--- src/rtl/otter_branch_predictor.sv ---
// otter_branch_predictor: direct-mapped BTB with saturating counters for the OTTER fetch stage.
// Optional performance counters are enabled by defining BP_PERF_COUNTERS_EN.
`default_nettype none

module otter_branch_predictor #(
  parameter int XLEN     = 32,
  parameter int ENTRIES  = 16,
  parameter int TAG_BITS = 8,
  parameter int CTR_BITS = 2
) (
  input  logic            CLK,
  input  logic            RST,
  input  logic            if_valid,
  input  logic [XLEN-1:0] if_pc,
  output logic            pred_taken,
  output logic [XLEN-1:0] pred_target,
  input  logic            upd_valid,
  input  logic [XLEN-1:0] upd_pc,
  input  logic            upd_is_jump,
  input  logic            upd_taken,
  input  logic [XLEN-1:0] upd_target,
  input  logic            upd_pred_taken,
  input  logic [XLEN-1:0] upd_pred_target,
  output logic            mispredict,
  output logic [XLEN-1:0] redirect_pc
`ifdef BP_PERF_COUNTERS_EN
  ,
  output logic [31:0]     perf_lookups,
  output logic [31:0]     perf_updates,
  output logic [31:0]     perf_mispredicts
`endif
);

  localparam int IDX_BITS = $clog2(ENTRIES);
  localparam int TAG_LO   = 2 + IDX_BITS;
  localparam logic [CTR_BITS-1:0] CTR_MAX  = {CTR_BITS{1'b1}};
  localparam logic [CTR_BITS-1:0] CTR_WEAK = CTR_BITS'(1) << (CTR_BITS - 1);

  logic                valid_q  [ENTRIES];
  logic [TAG_BITS-1:0] tag_q    [ENTRIES];
  logic [XLEN-1:0]     target_q [ENTRIES];
  logic [CTR_BITS-1:0] ctr_q    [ENTRIES];

  logic [IDX_BITS-1:0] lk_idx;
  logic [TAG_BITS-1:0] lk_tag;
  logic                lk_hit;
  logic [IDX_BITS-1:0] up_idx;
  logic [TAG_BITS-1:0] up_tag;
  logic                up_hit;
  logic [XLEN-1:0]     if_pc_plus4;
  logic [XLEN-1:0]     upd_pc_plus4;

  logic                wr_en;
  logic                tgt_wr;
  logic [CTR_BITS-1:0] ctr_d;

  // Bits outside index/tag fields are intentionally ignored.
  logic unused_ok;
  assign unused_ok = ^{if_pc, upd_pc};

  assign lk_idx       = if_pc[TAG_LO-1:2];
  assign lk_tag       = if_pc[TAG_LO+TAG_BITS-1:TAG_LO];
  assign up_idx       = upd_pc[TAG_LO-1:2];
  assign up_tag       = upd_pc[TAG_LO+TAG_BITS-1:TAG_LO];
  assign if_pc_plus4  = if_pc + XLEN'(4);
  assign upd_pc_plus4 = upd_pc + XLEN'(4);

  // Lookup path: combinational, reads pre-update state (no bypass).
  assign lk_hit      = if_valid & valid_q[lk_idx] & (tag_q[lk_idx] == lk_tag) & ~RST;
  assign pred_taken  = lk_hit & ctr_q[lk_idx][CTR_BITS-1];
  assign pred_target = pred_taken ? target_q[lk_idx] : if_pc_plus4;

  assign mispredict  = ~RST & upd_valid &
                       ((upd_taken != upd_pred_taken) |
                        (upd_taken & (upd_target != upd_pred_target)));
  assign redirect_pc = (~RST & upd_taken) ? upd_target : upd_pc_plus4;

  assign up_hit = valid_q[up_idx] & (tag_q[up_idx] == up_tag);

  always_comb begin
    wr_en  = 1'b0;
    tgt_wr = 1'b0;
    ctr_d  = ctr_q[up_idx];
    if (upd_valid && !RST) begin
      if (up_hit) begin
        wr_en = 1'b1;
        if (upd_is_jump) begin
          ctr_d  = CTR_MAX;
          tgt_wr = 1'b1;
        end else if (upd_taken) begin
          ctr_d  = (ctr_q[up_idx] == CTR_MAX) ? CTR_MAX : ctr_q[up_idx] + CTR_BITS'(1);
          tgt_wr = 1'b1;
        end else begin
          ctr_d  = (ctr_q[up_idx] == '0) ? '0 : ctr_q[up_idx] - CTR_BITS'(1);
        end
      end else if (upd_taken || upd_is_jump) begin
        wr_en  = 1'b1;
        tgt_wr = 1'b1;
        ctr_d  = upd_is_jump ? CTR_MAX : CTR_WEAK;
      end
    end
  end

  always_ff @(posedge CLK) begin
    if (RST) begin
      for (int i = 0; i < ENTRIES; i++) valid_q[i] <= 1'b0;
    end else if (wr_en) begin
      valid_q[up_idx] <= 1'b1;
    end
  end

  // Payload needs no reset: it is only observed through a valid entry.
  always_ff @(posedge CLK) begin
    if (wr_en) begin
      tag_q[up_idx] <= up_tag;
      ctr_q[up_idx] <= ctr_d;
      if (tgt_wr) target_q[up_idx] <= upd_target;
    end
  end

`ifdef BP_PERF_COUNTERS_EN
  logic [31:0] perf_lookups_q;
  logic [31:0] perf_updates_q;
  logic [31:0] perf_mispredicts_q;

  always_ff @(posedge CLK) begin
    if (RST) begin
      perf_lookups_q     <= '0;
      perf_updates_q     <= '0;
      perf_mispredicts_q <= '0;
    end else begin
      if (if_valid)   perf_lookups_q     <= perf_lookups_q + 32'd1;
      if (upd_valid)  perf_updates_q     <= perf_updates_q + 32'd1;
      if (mispredict) perf_mispredicts_q <= perf_mispredicts_q + 32'd1;
    end
  end

  assign perf_lookups     = perf_lookups_q;
  assign perf_updates     = perf_updates_q;
  assign perf_mispredicts = perf_mispredicts_q;
`endif

endmodule

`default_nettype wire

--- config.mk ---
export PLATFORM = sky130hd
export DESIGN_NAME = otter_branch_predictor
export DESIGN_NICKNAME = d
export VERILOG_FILES = /design/src/rtl/otter_branch_predictor.sv
export SDC_FILE = /design/constraint.sdc
export NUM_CORES = 1
export LEC_CHECK = 0
export CORE_MARGIN = 8
export CORE_UTILIZATION = 45
export CTS_BUF_LIST = sky130_fd_sc_hd__clkbuf_4
export DETAILED_ROUTE_END_ITERATION = 8
export PLACE_DENSITY = 0.64
export SLEW_MARGIN = 20
export SYNTH_ARGS = -nofsm -noshare
export SYNTH_HDL_FRONTEND = slang
export SYNTH_SLANG_ARGS = --single-unit
--- constraint.sdc ---
create_clock -name CLK -period 5.9 [get_ports CLK]
set_clock_uncertainty 0.15 [all_clocks]
set_input_delay 1.18 -clock CLK [delete_from_list [all_inputs] [get_ports CLK]]
set_output_delay 1.18 -clock CLK [all_outputs]
set_load 0.03 [all_outputs]
==> results of run 1 <==
-- routing by layer --
layer / vias to the layer above / part of all wire (%) / routed length (um) / global-route usage, %
met5: - / 0 / 0 / 0
met1: 9172 / 39 / 33700 / 29.6
met2: 972 / 48 / 41800 / 37.2
li1: 7317 / - / - / -
met3: 141 / 9.9 / 8560 / 6.35
met4: 0 / 2.7 / 2340 / 7.87
-- registers in the layout, indices dropped and copies added (netlist names) --
signal,cells
valid_q,16
target_q,512
tag_q,128
ctr_q,32
-- cell families (layout without fill, tap and decap cells) --
group / Yosys count / in the layout
other: 0 / 3
AO/OA/AOI/OAI: 118 / 118
flip-flops: 688 / 688
multiplexers: 315 / 315
AND/OR/NAND/NOR: 218 / 218
adder cells (fa/ha/maj): 6 / 6
XOR/XNOR: 104 / 104
buffers and inverters: 102 / 623
-- critical path, delay by kind of cell --
kind | cells | cell delay, ps
xor+xnor | 1 | 280
buf+inv | 3 | 1150
simple gates | 2 | 280
compound gates | 1 | 350
mux | 3 | 1070
-- path summary, 6_finish.rpt --
path / startpoint / to / slack (ps)
max: if_pc[2] / pred_target[20] / 210
min: valid_q[15] / valid_q[15] / 400
max reg2reg: tag_q[2][5] / ctr_q[3][1] / 2460
min reg2reg: valid_q[15] / valid_q[15] / 400
-- per-stage QoR --
stage	instance area [um2]	utilization (%)
5_1_grt	35900	53.7
6_report	35900	53.7
4_1_cts	35900	53.7
3_5_place_dp	33800	50.5
3_3_place_gp	33800	50.5
2_1_floorplan	30100	-
-- final cells by class --
class,count,share of cell area (%)
timing repair buffer,312,8.03
sequential,688,57.1
antenna,3,0.0209
multi-input combinational,761,25.8
inverter,13,0.136
tap,873,3.04
clock inverter,62,0.966
clock buffer,236,4.94
-- cell usage in the layout, fill, tap and decap left out, drive strengths merged, types with 8 or more instances in the layout --
master	n
o21ai	40
nand3	27
xnor2	49
nand4	24
a21o	17
nor2	39
xor2	55
buf	163
nor4	11
dfxtp	16
and3	11
nor2b	8
mux4	234
a31o	30
inv	20
mux2	35
clkdlybuf4s50	149
clkinv	52
edfxtp	672
mux2i	46
clkbuf	236
nand2	70
nor3	11
-- power by group through the flow --
stage / sequential [uW] / combinational, uW / clock (uW)
2_1_floorplan: 5530 / 509 / 0
3_3_place_gp: 5530 / 948 / 0
3_5_place_dp: 5530 / 959 / 0
4_1_cts: 5430 / 962 / 3970
5_1_grt: 5430 / 1010 / 4200
6_report: 5430 / 959 / 3870
-- timing repair --
item,CTS,global route
buffers inserted,0,0
endpoints found under the setup margin,0,8
gates resized for setup,0,1
hold buffers,0,0
==> implementation parameters, run 1 <==
Parameter                              Value

Route
  DR vias/cell    approximately 6
  Antenna viol nets, final    0
  Detailed Route WL    around 86000 um
  Iteration count of the initial detailed-routing pass    5
  Number of DRC markers in iteration 0    ~1700
  Post-route DRC    0
  WL/cell    a little under 30 um
  Total via count after detailed routing    between 15000 and 20000

Placed design
  Count of buffers from port buffering    200
  Number of cells in the design after placement    roughly 2600
  Worst setup timing slack at the placement stage    roughly 90 ps
  Total half-perimeter wirelength after legalization and detailed placement    between 50000 and 60000 um
  Weighted congestion at the end of routability-driven global placement    around 0.86

Logic synthesis
  Yosys top cell area share    between 60% and 70%
  Mean instance size in the synthesized netlist    between 15 and 20 um2
  Count of distinct cell types in the synthesized netlist    between 50 and 60
  Post-synth top flop    sky130_fd_sc_hd__edfxtp_1
  Commonest cells in the synthesized netlist    sky130_fd_sc_hd__edfxtp_1 (672), sky130_fd_sc_hd__mux4_2 (234), sky130_fd_sc_hd__nand2_1 (70)
  Number of synthesized flops with an enable pin    approximately 670
  Multiplexer fraction of the synthesized cell area    roughly 21%
  Count of mapped cells out of synthesis    around 1600
  Synthesis warning total    0
  FFs w/ async S/R, synth    0%
  Post-Synth Adder-Cell Area    less than 1%
  Most common cell in the netlist    sky130_fd_sc_hd__edfxtp_1
  Top area cells in the synthesized netlist    sky130_fd_sc_hd__edfxtp_1 (67%), sky130_fd_sc_hd__mux4_2 (17%), sky130_fd_sc_hd__xor2_1 (1.6%)
  Sequential element share of the synthesized area    between 60% and 70%
  Register bit count reported by yosys    around 690
  Cell area after synthesis    30100 um2
  Area fraction in compound gates after synthesis    between 2 and 3%
  XOR/XNOR Fraction of Synth Area    3.05%
  Largest family of logic cells by synthesized area    multiplexers
  Syn nets    between 1500 and 2000
  Most area-hungry cell type in the Yosys netlist    sky130_fd_sc_hd__edfxtp_1
  Area share of and/or/nand/nor cells after synthesis    3.59%

Clock tree
  Clock Root Buffer    sky130_fd_sc_hd__clkbuf_4
  Number of clock sinks seen by CTS    approximately 690
  Clock insertion delay at the later pin of the skew report    1000 ps
  Clk buf depth    3
  CTS H-Tree Depth    4
  Number of buffers inserted during clock tree synthesis    between 150 and 200
  Clock tree from TritonCTS    yes
  Clock transition time at the flip-flop clock pins of the worst setup and hold paths    approximately 80 ps

Setup path
  Reg2Reg Depth    8
  Highest cell delay on the worst timing path    approximately 600 ps
  Data arrival time of the critical path    4360 ps
  Critical path's slowest cell    sky130_fd_sc_hd__clkdlybuf4s50_1
  Category of the worst setup path launch point    input pin
  Required time of the worst setup path    about 4600 ps
  Crit-path cells    buf_8 -> mux4_2 -> mux2i_1 -> xor2_1 -> nand2_1 -> o21ai_0 -> nand4_4 -> buf_12 -> mux2_4 -> clkdlybuf4s50_1
  Type of element capturing the critical path    output pin
  Worst setup path category    in2out
  Max Fanout on Critical Path    34

Final layout
  Number of filler instances in the final layout    around 5300
  Fraction of final layout cells sized beyond drive strength 1    around 34%
  Area Overhead vs Synth    19.1%
  Net count, final    roughly 2100
  Area of combinational cells with multiple inputs    around 9200 um2
  Post-route non-filler standard cell count    2948
  Seq. cell area    20500 um2

STA
  Final slew viol count    0
  Worst Setup Slack, final    between 200 and 250 ps
  Total negative slack for setup checks    0 ps
  Peak Freq    approximately 180 MHz
  Slew Limit Headroom    31.3%
  Min Hold Slack    399 ps
  Share of the clock period used by the worst path after layout    around 96%
  Setup repair after global routing missed its margin    false
  Tightest Pin Transition    1020 ps
  Number of endpoints failing setup at the final stage    0
  Post-layout minimum cycle time    about 5700 ps
  Hold Violations, Final    0

Global route
  Pin count of the biggest net entering global routing    slightly above 80
  Global-route wire length before repair    between 100000 and 150000 um
  Antenna violations before repair    3
  Total track usage    between 20 and 25%
  Vias in the first global route    between 15000 and 20000
  Overflow left after global routing    0

Floorplanning
  Row cnt    95
  Floorplan die height    between 200 and 300 um
  Ports placed on the boundary    roughly 200
  Die extent in x    between 200 and 300 um
  Floorplan core area    approximately 67000 um2
  Full die area    ~76000 um2
  Initial Util    45.1%

Power and ir drop
  Clock power share    37.8%
  Maximum resistive drop on vdd    ~180 uV
  Total power of the final layout    between 10000 and 15000 uW
  Share of power burned in combinational logic    around a tenth
  Power density relative to cell area    around 290 nW/um2
  Sequential fraction of design power    around 53%
  Net switching component of the power    roughly 2500 uW
  Internal power    ~8000 uW
  Switching share of power    24.0%
  Static leakage    0.0120 uW

Flow run
  Max-Cap Viols    0

Hold path
  Hold-critical path depth    1
  Classification of the worst-slack hold path    reg2reg

Run status
  Run status    completed
Note: power is estimated with default switching activity, not from simulation.
==> run 2, diff against run 1 <==
CORE_MARGIN = 2   (was 8)
CORE_UTILIZATION = 60   (was 45)
PLACE_DENSITY = 0.81   (was 0.64)
clock period = 6.95 ns   (was 5.9 ns; I/O delays follow)
==> implementation parameters, run 2 (synthesis results as in run 1) <==
Parameter                              Value

Run status
  Run status    completed

Global route
  Vias in the first global route    18300 (-0.57%)
  Antenna violations before repair    2 (-1)
  Global-route wire length before repair    116000 um (-6.0%)
  Overflow left after global routing    0 (unchanged)
  Pin count of the biggest net entering global routing    92 (+14%)
  Total track usage    31.3% (+8.4 points)

Clock tree
  Post-cts repair resize count    0 (unchanged)
  Number of clock sinks seen by CTS    688 (unchanged)
  Setup bufs post-CTS    0 (unchanged)
  Clock transition time at the flip-flop clock pins of the worst setup and hold paths    50 ps (-30 ps)
  Clock insertion delay at the later pin of the skew report    1010 ps (about the same)
  Hold-fix buffer count after cts    0 (unchanged)
  CTS H-Tree Depth    4 (unchanged)
  Clock Root Buffer    sky130_fd_sc_hd__clkbuf_4
  Number of buffers inserted during clock tree synthesis    167 (-2.3%)
  Clk buf depth    3 (unchanged)
  Clock tree from TritonCTS    yes

Floorplanning
  Initial Util    60.5% (+15 points)
  Full die area    52100 um2 (-31%)
  Floorplan core area    49900 um2 (-25%)
  Ports placed on the boundary    201 (unchanged)
  Row cnt    82 (-14%)
  Floorplan die height    228 um (-17%)
  Die extent in x    228 um (-17%)

Final layout
  Number of filler instances in the final layout    3045 (-43%)
  Net count, final    2036 (-2.4%)
  Top Registers    target_q: 512 flops, tag_q: 128 flops, ctr_q: 32 flops
  Most frequent cells in the layout    sky130_fd_sc_hd__edfxtp_1 (672), sky130_fd_sc_hd__clkbuf_4 (239), sky130_fd_sc_hd__mux4_2 (234)
  Register bank with the most flops    target_q
  Fraction of final layout cells sized beyond drive strength 1    32.1% (-2.3 points)
  Commonest non-fill, non-tap cell in the layout    sky130_fd_sc_hd__edfxtp_1
  Largest register FFs    512 (unchanged)
  Area Overhead vs Synth    16.8%
  Final non-filler cell area    35200 um2 (-1.9%)

Setup path
  Worst setup path category    in2out
  Data arrival time of the critical path    5090 ps (+730 ps)
  Type of element capturing the critical path    output pin
  Max Fanout on Critical Path    45 (+32%)
  Critical path's slowest cell    sky130_fd_sc_hd__nand4_4
  Most frequent cell on the critical path    sky130_fd_sc_hd__mux2i_1
  Required time of the worst setup path    5410 ps (+840 ps)
  Highest cell delay on the worst timing path    590 ps (about the same)
  Crit-path cells    buf_8 -> mux4_2 -> mux2i_1 -> mux2i_1 -> xnor2_1 -> nor4_2 -> nand4_4 -> mux2_4 -> clkdlybuf4s50_1
  Category of the worst setup path launch point    input pin

Power and ir drop
  Static leakage    0.0117 uW (-2.5%)
  Power density relative to cell area    247 nW/um2 (-14%)
  Maximum resistive drop on vdd    135 uV (-23%)

Route
  DR vias/cell    6.59 (+10%)
  Post-route DRC    0 (unchanged)
  WL/cell    29.6 um (+1.1%)
  Iteration count of the initial detailed-routing pass    6 (+1)
  Number of DRC markers in iteration 0    2349 (+39%)
  Antenna viol nets, final    0 (unchanged)
  Total via count after detailed routing    17800 (+0.90%)
  Detailed Route WL    79900 um (-7.5%)

STA
  Post-layout minimum cycle time    ~6600 ps
  Total negative slack for setup checks    0 ps (unchanged)
  Tightest Pin Transition    960 ps (-59.2 ps)
  Slew Limit Headroom    36.0% (+4.7 points)
  Number of endpoints failing setup at the final stage    0 (unchanged)
  Hold Violations, Final    0 (unchanged)
  Setup repair after global routing missed its margin    false
  Final slew viol count    0 (unchanged)
  Share of the clock period used by the worst path after layout    roughly 95%
  Peak Freq    ~150 MHz

Flow run
  Max-Cap Viols    0 (unchanged)

Placed design
  Total half-perimeter wirelength after legalization and detailed placement    47100 um (-13%)
  Post-detailed-placement cell area    33100 um2 (-2.0%)
  Weighted congestion at the end of routability-driven global placement    0.931 (+7.7%)
  Count of buffers from port buffering    200 (unchanged)

Hold path
  Classification of the worst-slack hold path    reg2reg
==> run 2: changes by cell type in the layout (fill, tap and decap cells not counted) <==
cell and delta:
sky130_fd_sc_hd__nor4_4 -1, sky130_fd_sc_hd__clkinvlp_4 +1, sky130_fd_sc_hd__inv_2 +4, sky130_fd_sc_hd__clkdlybuf4s50_1 +19
sky130_fd_sc_hd__nor4_2 +1, sky130_fd_sc_hd__diode_2 +1, sky130_fd_sc_hd__clkinv_1 -7, sky130_fd_sc_hd__bufinv_16 +2
sky130_fd_sc_hd__buf_12 -10, sky130_fd_sc_hd__inv_6 -3, sky130_fd_sc_hd__buf_4 -56, sky130_fd_sc_hd__clkbuf_4 +3
sky130_fd_sc_hd__clkinv_2 -2, sky130_fd_sc_hd__inv_8 -3
==> run 2: area by class of cell <==
class                      count  area [um2]  share of cell area [%]
clock buffer                 239        1790                    5.09
multi-input combinational    761        9240                    26.2
inverter                      13        48.8                   0.139
antenna                        4        10.0                  0.0284
sequential                   688       20500                    58.2
timing repair buffer         265        2450                    6.96
tap                          672         841                    2.39
clock inverter                54         333                   0.945
==> run 2: final timing paths <==
check	start	depth (start not counted)	slack (ps)	end
max reg2reg	tag_q[3][2]	8	3040	tag_q[3][5]
max	if_pc[2]	9	320	pred_target[20]
min reg2reg	valid_q[15]	1	380	valid_q[15]
min	valid_q[15]	1	380	valid_q[15]
==> run 2: through the flow <==
| step | power (uW) | instances | util, % | setup WS (ps) | hold WS, ps |
|---|---|---|---|---|---|
| after global placement | 5460 | 2399 | 66.3 | 420 | 353 |
| after global routing | 9010 | 2695 | 70.6 | 158 | 416 |
| after CTS | 8750 | 2692 | 70.6 | 344 | 377 |
| after detailed placement | 5470 | 2399 | 66.3 | 344 | 365 |
| after floorplan | 5130 | 1551 | - | 1410 | 328 |
| final | 8690 | 2696 | 70.6 | 320 | 384 |
==> run 2: critical path: cells and delay by family <==
kind	cells	cell delay, ps
AND/OR/NAND/NOR	2	1070
buffers and inverters	2	970
multiplexers	4	1400
XOR/XNOR	1	190
==> run 2: report_power, final <==
group / internal, uW / leakage [uW] / total, uW / switching [uW]
Sequential: 4600 / 0.00618 / 4610 / 12.7
Combinational: 346 / 0.00431 / 783 / 437
Clock: 1730 / 0.00127 / 3300 / 1570
==> run 2: routing by layer <==
| metal | GRT usage [%] | vias up | share of wire [%] |
|---|---|---|---|
| li1 | - | 7247 | - |
| met1 | 40.7 | 8988 | 35 |
| met2 | 49.2 | 1339 | 48 |
| met3 | 10.2 | 186 | 13 |
| met4 | 13.1 | 0 | 4.0 |
| met5 | 0 | - | 0 |
